==> src/rtl/song_reader.sv <==
// Song reader: walks one song's note table in a synchronous ROM, handing notes to the player.
// Optional `END_MARKER_EN: a ROM word with zero duration terminates the song early.
module song_reader #(
   parameter int unsigned NOTE_IDX_W = 5,
   parameter int unsigned NOTE_W     = 6,
   parameter int unsigned DUR_W      = 6
) (
   input  logic                      clk_i,
   input  logic                      reset_i,
   input  logic                      play_i,
   input  logic                      reset_player_i,
   input  logic [1:0]                song_i,
   input  logic                      note_done_i,
   output logic [NOTE_IDX_W+1:0]     rom_addr_o,
   input  logic [NOTE_W+DUR_W-1:0]   rom_data_i,
   output logic                      new_note_o,
   output logic [NOTE_W-1:0]         note_o,
   output logic [DUR_W-1:0]          duration_o,
   output logic                      song_done_o
);

   typedef enum logic [2:0] {
      StIdle,
      StFetch,
      StWaitRom,
      StEmit,
      StWaitNote,
      StDone
   } state_e;

   state_e                state_q, state_d;
   logic [NOTE_IDX_W-1:0] idx_q, idx_d;
   logic [1:0]            song_q, song_d;
   logic [NOTE_W-1:0]     note_q, note_d;
   logic [DUR_W-1:0]      dur_q, dur_d;
   logic                  song_done_q, song_done_d;

   logic [NOTE_W-1:0]     rom_note;
   logic [DUR_W-1:0]      rom_dur;

   assign rom_note = rom_data_i[NOTE_W+DUR_W-1:DUR_W];
   assign rom_dur  = rom_data_i[DUR_W-1:0];

   always_comb begin
      state_d = state_q;
      idx_d   = idx_q;
      song_d  = song_q;
      note_d  = note_q;
      dur_d   = dur_q;

      if (reset_player_i) begin
         state_d = StIdle;
         idx_d   = '0;
      end else begin
         case (state_q)
            StIdle: begin
               if (play_i) begin
                  song_d  = song_i;
                  state_d = StFetch;
               end
            end
            StFetch: begin
               if (play_i) state_d = StWaitRom;
            end
            StWaitRom: begin
`ifdef END_MARKER_EN
               if (rom_dur == '0) begin
                  state_d = StDone;
               end else begin
                  note_d  = rom_note;
                  dur_d   = rom_dur;
                  state_d = StEmit;
               end
`else
               note_d  = rom_note;
               dur_d   = rom_dur;
               state_d = StEmit;
`endif
            end
            StEmit: begin
               state_d = StWaitNote;
            end
            StWaitNote: begin
               if (note_done_i) begin
                  if (idx_q == {NOTE_IDX_W{1'b1}}) begin
                     state_d = StDone;
                  end else begin
                     idx_d   = idx_q + NOTE_IDX_W'(1);
                     state_d = StFetch;
                  end
               end
            end
            StDone: begin
               state_d = StDone;
            end
            default: begin
               state_d = StIdle;
               idx_d   = '0;
            end
         endcase
      end

      // Pulse only on the entering edge so a parked DONE stays silent.
      song_done_d = (state_d == StDone) && (state_q != StDone);
   end

   always_ff @(posedge clk_i) begin
      if (reset_i) begin
         state_q     <= StIdle;
         idx_q       <= '0;
         song_q      <= '0;
         note_q      <= '0;
         dur_q       <= '0;
         song_done_q <= 1'b0;
      end else begin
         state_q     <= state_d;
         idx_q       <= idx_d;
         song_q      <= song_d;
         note_q      <= note_d;
         dur_q       <= dur_d;
         song_done_q <= song_done_d;
      end
   end

   assign rom_addr_o  = {song_q, idx_q};
   assign new_note_o  = (state_q == StEmit) && !reset_player_i;
   assign song_done_o = song_done_q && !reset_player_i;
   assign note_o      = note_q;
   assign duration_o  = dur_q;

endmodule
==> config.mk <==
export PLATFORM = sky130hd
export DESIGN_NAME = song_reader
export DESIGN_NICKNAME = d
export VERILOG_FILES = /design/src/rtl/song_reader.sv
export SDC_FILE = /design/constraint.sdc
export NUM_CORES = 1
export LEC_CHECK = 0
export ABC_AREA = 1
export CAP_MARGIN = 20
export CORE_MARGIN = 1
export CORE_UTILIZATION = 47
export CTS_BUF_LIST = sky130_fd_sc_hd__clkbuf_4 sky130_fd_sc_hd__clkbuf_8
export CTS_CLUSTER_DIAMETER = 30
export DETAILED_ROUTE_END_ITERATION = 6
export PLACE_DENSITY_LB_ADDON = 0.3
export SYNTH_ARGS = -nofsm -noshare
export SYNTH_HDL_FRONTEND = slang
export SYNTH_SLANG_ARGS = --single-unit
==> constraint.sdc <==
create_clock -name clk_i -period 2.4 [get_ports clk_i]
set_clock_uncertainty 0.15 [all_clocks]
set_input_delay 0.48 -clock clk_i [delete_from_list [all_inputs] [get_ports clk_i]]
set_output_delay 0.48 -clock clk_i [all_outputs]
set_load 0.02 [all_outputs]
Word-level counts from Yosys, hierarchy flattened
Index checks and enable logic that the tools add are counted.
- flip-flop bits (word level): 23
- input bits: 19
- output and inout bits: 21
- logic and storage cells: 38
- add/sub/neg operators: 1
- equal/unequal tests: 10
- multiplexer cells: 9
- bitwise gates (word level): 2
- reductions and logical operators: 10
- operators by type and width (kind ; count):
    $pmux W3 S6 ; 1
    $mux W3 ; 5
    $mux W5 ; 2
    $pmux W5 S2 ; 1
    $eq A3 B3 Y1 const B ; 3
    $eq A3 B2 Y1 const B ; 2
    $reduce_and A3 Y1 ; 2
    $add A5 B1 Y5 const B ; 1
    $eq A5 B5 Y1 const B ; 1
    $reduce_or A5 Y1 ; 1
    $ne A2 B2 Y1 const B ; 2
    $eq A3 B1 Y1 const B ; 1
    $logic_and A1 B1 Y1 ; 3
    $logic_not A3 Y1 ; 1
    $ne A3 B3 Y1 const B ; 1
    $not A1 Y1 ; 2
    $reduce_and A2 Y1 ; 1
    $reduce_or A2 Y1 ; 1
    $logic_not A1 Y1 ; 1

Logic depth before layout (Yosys ltp)
- word-level depth: 7
- mapped depth: 11
- gate-level depth less buffers: 11

Worst setup path before layout
No wires, ideal clock.
- kind: register -> register
- start point: register idx_q[0]
- end point: register idx_q[4]
- setup time: 0.113 ns
- arrival: 1.431 ns
- data required time: 2.137 ns
- setup slack: 0.706 ns
- cell stages (with the launch flop): 12
- buffers on the path: 0
- clock period less this slack: 1.694 ns
- path through: dfxtp_1 -> ha_1 -> nand2_1 -> nor2_1 -> ha_1 -> inv_1 -> nand2_1 -> nand3_2 -> nand2_2 -> inv_2 -> nor2_1 -> nor2_1
- longest elaborated chain between the ends: 4
- elaborated cells between the ends (all ways): 7
- those cells by class: add/sub: 1; eq/ne: 2; mux: 3; reduce/logical: 1
- RTL lines (element ; line ; source):
    from (decl) ; 32 ; logic [NOTE_IDX_W-1:0] idx_q, idx_d;
    from (signal assigned) ; 117 ; idx_q <= idx_d;
    $add A5 B1 Y5 ; 88 ; idx_d = idx_q + NOTE_IDX_W'(1);
    $mux W5 ; 85 ; if (idx_q == {NOTE_IDX_W{1'b1}}) begin
    $mux W5 ; 84 ; if (note_done_i) begin
    $pmux W5 S2 ; 55 ; case (state_q)
Several ways; a longest one is shown, not always the timed one. The select of a mux whose other input is x is not followed.
A chain may end at the register's enable or synchronous reset.

Worst setup path in the final report
- start point: input reset_player_i
- end point: output song_done_o
- longest elaborated chain between the ends: 2
- RTL lines (element ; line ; source):
    from (decl) ; 11 ; input logic reset_player_i,
    $logic_not A1 Y1 ; 127 ; assign song_done_o = song_done_q && !reset_player_i;
    $logic_and A1 B1 Y1 ; 127 ;
    to (decl) ; 19 ; output logic song_done_o
Every way passes these cells.

==> results by group <==
Outcome
  – Status: finished, final reports clean

Place
  – Placed wire-length estimate: ~1900 microns
  – Gp weighted congestion: just over 0.9
  – IO buf count: 39
  – Placement Setup Slack: ~0.11 ns

Synth
  – Syn Inst Count: 140
  – Total number of yosys warnings: 0
  – Seq/Total Area, Yosys: roughly 47%
  – Netlist cell types: 19
  – Register bit count reported by yosys: 23
  – Mapped Area: about 1000 sq um
  – Post-synthesis average cell area: 7.051 sq um
  – Syn_nets: between 150 and 200

Floorplan
  – IO Pins: 40
  – Core area: 1962 sq um
  – Core Rows: 16
  – Initial core utilization: between 50% and 60%
  – DIE WIDTH: between 40 and 50 microns
  – Die area: 2288 sq um
  – Die span in y: between 40 and 50 microns

Timing
  – # setup viols final: 0
  – Endpoints failing hold: 0
  – Max_slew headroom: between 70% and 80%
  – Worst hold slack: around 0.34 ns
  – Worst slew pin tran: 0.3874 ns
  – RSZ-0062 raised after global routing: false
  – Final worst slack: ~0.11 ns
  – Crit path time final: 2.292 ns
  – Fin Setup TNS: 0 ns
  – Max frequency: ~440 MHz
  – Crit share post-route: between 90% and 100%
  – Final Max Slew Viols: 0

Detailed routing
  – 1st-iter DRT viols: 23
  – Residual DRC: 0
  – Drt wl/cell: between 10 and 15 microns
  – Drt pass-1 iters: 4
  – Vias: between 900 and 1,000
  – Final WL: 2393 microns
  – Post-DR vias/cell: around 4.8
  – Post-route ant nets: 0

CTS
  – Latest clock arrival within the worst-skew pair: ~0.3 ns
  – CTS Sinks: 23
  – CTS tree: yes
  – Post-CTS setup buffer count: 0
  – CTS Root Cell: clkbuf_4
  – CTS clk-pin slew, worst paths: around 0.12 ns
  – H-tree levels: 1
  – Resized cells post-CTS: 0
  – Clock Path Buffers: 2
  – Hold buffers post-CTS: 0
  – CTS Buf Count: 3

GRT
  – Remaining global-route overflow: 0
  – Vias in the first global route: between 800 and 900
  – Initial antenna violation count: 0
  – Largest net degree at the start of global routing: 15
  – First-pass GRT wire length: between 3000 and 4000 microns
  – Total track usage: about a fifth

Worst hold path
  – Min-Delay Path Class: reg2reg

Setup path
  – Critical-path cell list: clkdlybuf4s50_1, nor2_1, clkdlybuf4s50_1
  – Worst Setup Start Kind: primary input
  – Worst setup EP type: output port
  – Buf/Inv on CP: 2
  – Max FO, Critical Path: 4
  – CP peak stage delay: approximately 0.60 ns
  – CP most frequent cell: clkdlybuf4s50_1
  – Top Family by Delay on Critical Path: buffers and inverters
  – CP Class: in2out
  – Critical Path RT: 1.77 ns
  – CP max stage cell: clkdlybuf4s50_1
  – Critical Path AT: between 1.5 and 2 ns

Power and ir drop
  – Worst VDD drop: between 400 and 500 uV
  – P_leak: between 0.5 and 0.6 nW
  – PD cells: around 460 nW/um^2

Flow run
  – Max Cap Viol: 0

Cells and area
  – Area growth, synth to finish: 44.61%
  – Final Net Count: just over 200
  – Fraction of layout cells with a size suffix above 1: 7.778%
  – Leading cell types in the layout, fill and taps excluded: nor2_1, clkdlybuf4s50_1, dfxtp_1
  – N_diodes: 0
  – Commonest non-fill, non-tap cell in the layout: nor2_1
[power by group]
| part | internal, mW | switching (mW) | total (mW) |
|---|---|---|---|
| combinational | 0.0424 | 0.0353 | 0.0778 |
| clock | 0.0759 | 0.111 | 0.187 |
| sequential | 0.387 | 0.00345 | 0.390 |
[worst min-delay path, cell delays in order, from the launching register on]
cell,delay (ns)
dfxtp_1,0.34
nor2_1,0.04
nor2_1,0.08
[flip-flops by register name, summed over array words and instances (netlist names)]
signal,cells
idx_q,5
song_q,2
state_q,3
note_o,6
duration_o,6
song_done_q,1
[worst paths after layout]
| path | from | to | slack, ns | cells past startpoint |
|---|---|---|---|---|
| worst max-delay path | reset_player_i | song_done_o | 0.11 | 3 |
| worst min-delay path | duration_o[0] | duration_o[0] | 0.34 | 2 |
| worst max register to register | idx_q[0] | idx_q[4] | 0.55 | 11 |
| worst min register to register | duration_o[0] | duration_o[0] | 0.34 | 2 |
[stage by stage]
stage,instances,total power [mW],instance area (sq um),utilization [%]
after floorplan,140,0.4304,987.2,-
after global placement,203,0.4721,1395,71.11
after detailed placement,203,0.4759,1395,71.11
after CTS,207,0.6544,1425,72.64
after global routing,207,0.6771,1428,72.77
final,207,0.6548,1428,72.77
[cell type report]
cell class	instances	area, sq um
fill	160	534.3
sequential	23	460.4
multi-input combinational	96	442.9
timing repair buffer	39	392.9
inverter	18	67.56
clock buffer	4	30.03
tap	27	33.78
[cell usage after synthesis]
master | instances | area (sq um)
nor2_1 | 42 | 157.7
buf_2 | 1 | 5.000
clkbuf_1 | 1 | 3.750
nor2_2 | 2 | 12.51
nand2_2 | 1 | 6.260
ha_1 | 2 | 25.02
nand3_1 | 4 | 20.02
nand2_1 | 18 | 67.56
a21oi_2 | 1 | 8.760
dfxtp_1 | 23 | 460.4
nand4_1 | 2 | 12.51
nand3_2 | 2 | 20.02
a21oi_1 | 3 | 15.01
a21boi_1 | 1 | 7.510
o21ai_0 | 5 | 25.02
o21ai_1 | 13 | 65.06
inv_2 | 4 | 15.01
inv_1 | 14 | 52.55
buf_4 | 1 | 7.510
[logic make-up (layout without fill, tap and decap cells)]
| logic type | Yosys count | in the layout | share of synthesized area, % |
|---|---|---|---|
| flops | 23 | 23 | 46.64 |
| fa+ha+maj | 2 | 2 | 2.534 |
| simple gates | 71 | 71 | 30.04 |
| buf+inv | 21 | 61 | 8.491 |
| compound gates | 23 | 23 | 12.29 |
[metal layers]
layer | vias up | wire length (microns) | GRT usage (%)
met5 | - | 0 | 0
met4 | 0 | 9 | 3.889
met3 | 2 | 141 | 4.906
met2 | 33 | 1219 | 42.16
met1 | 442 | 1022 | 22.74
li1 | 516 | - | -
Power figures use the tool's default switching activity.
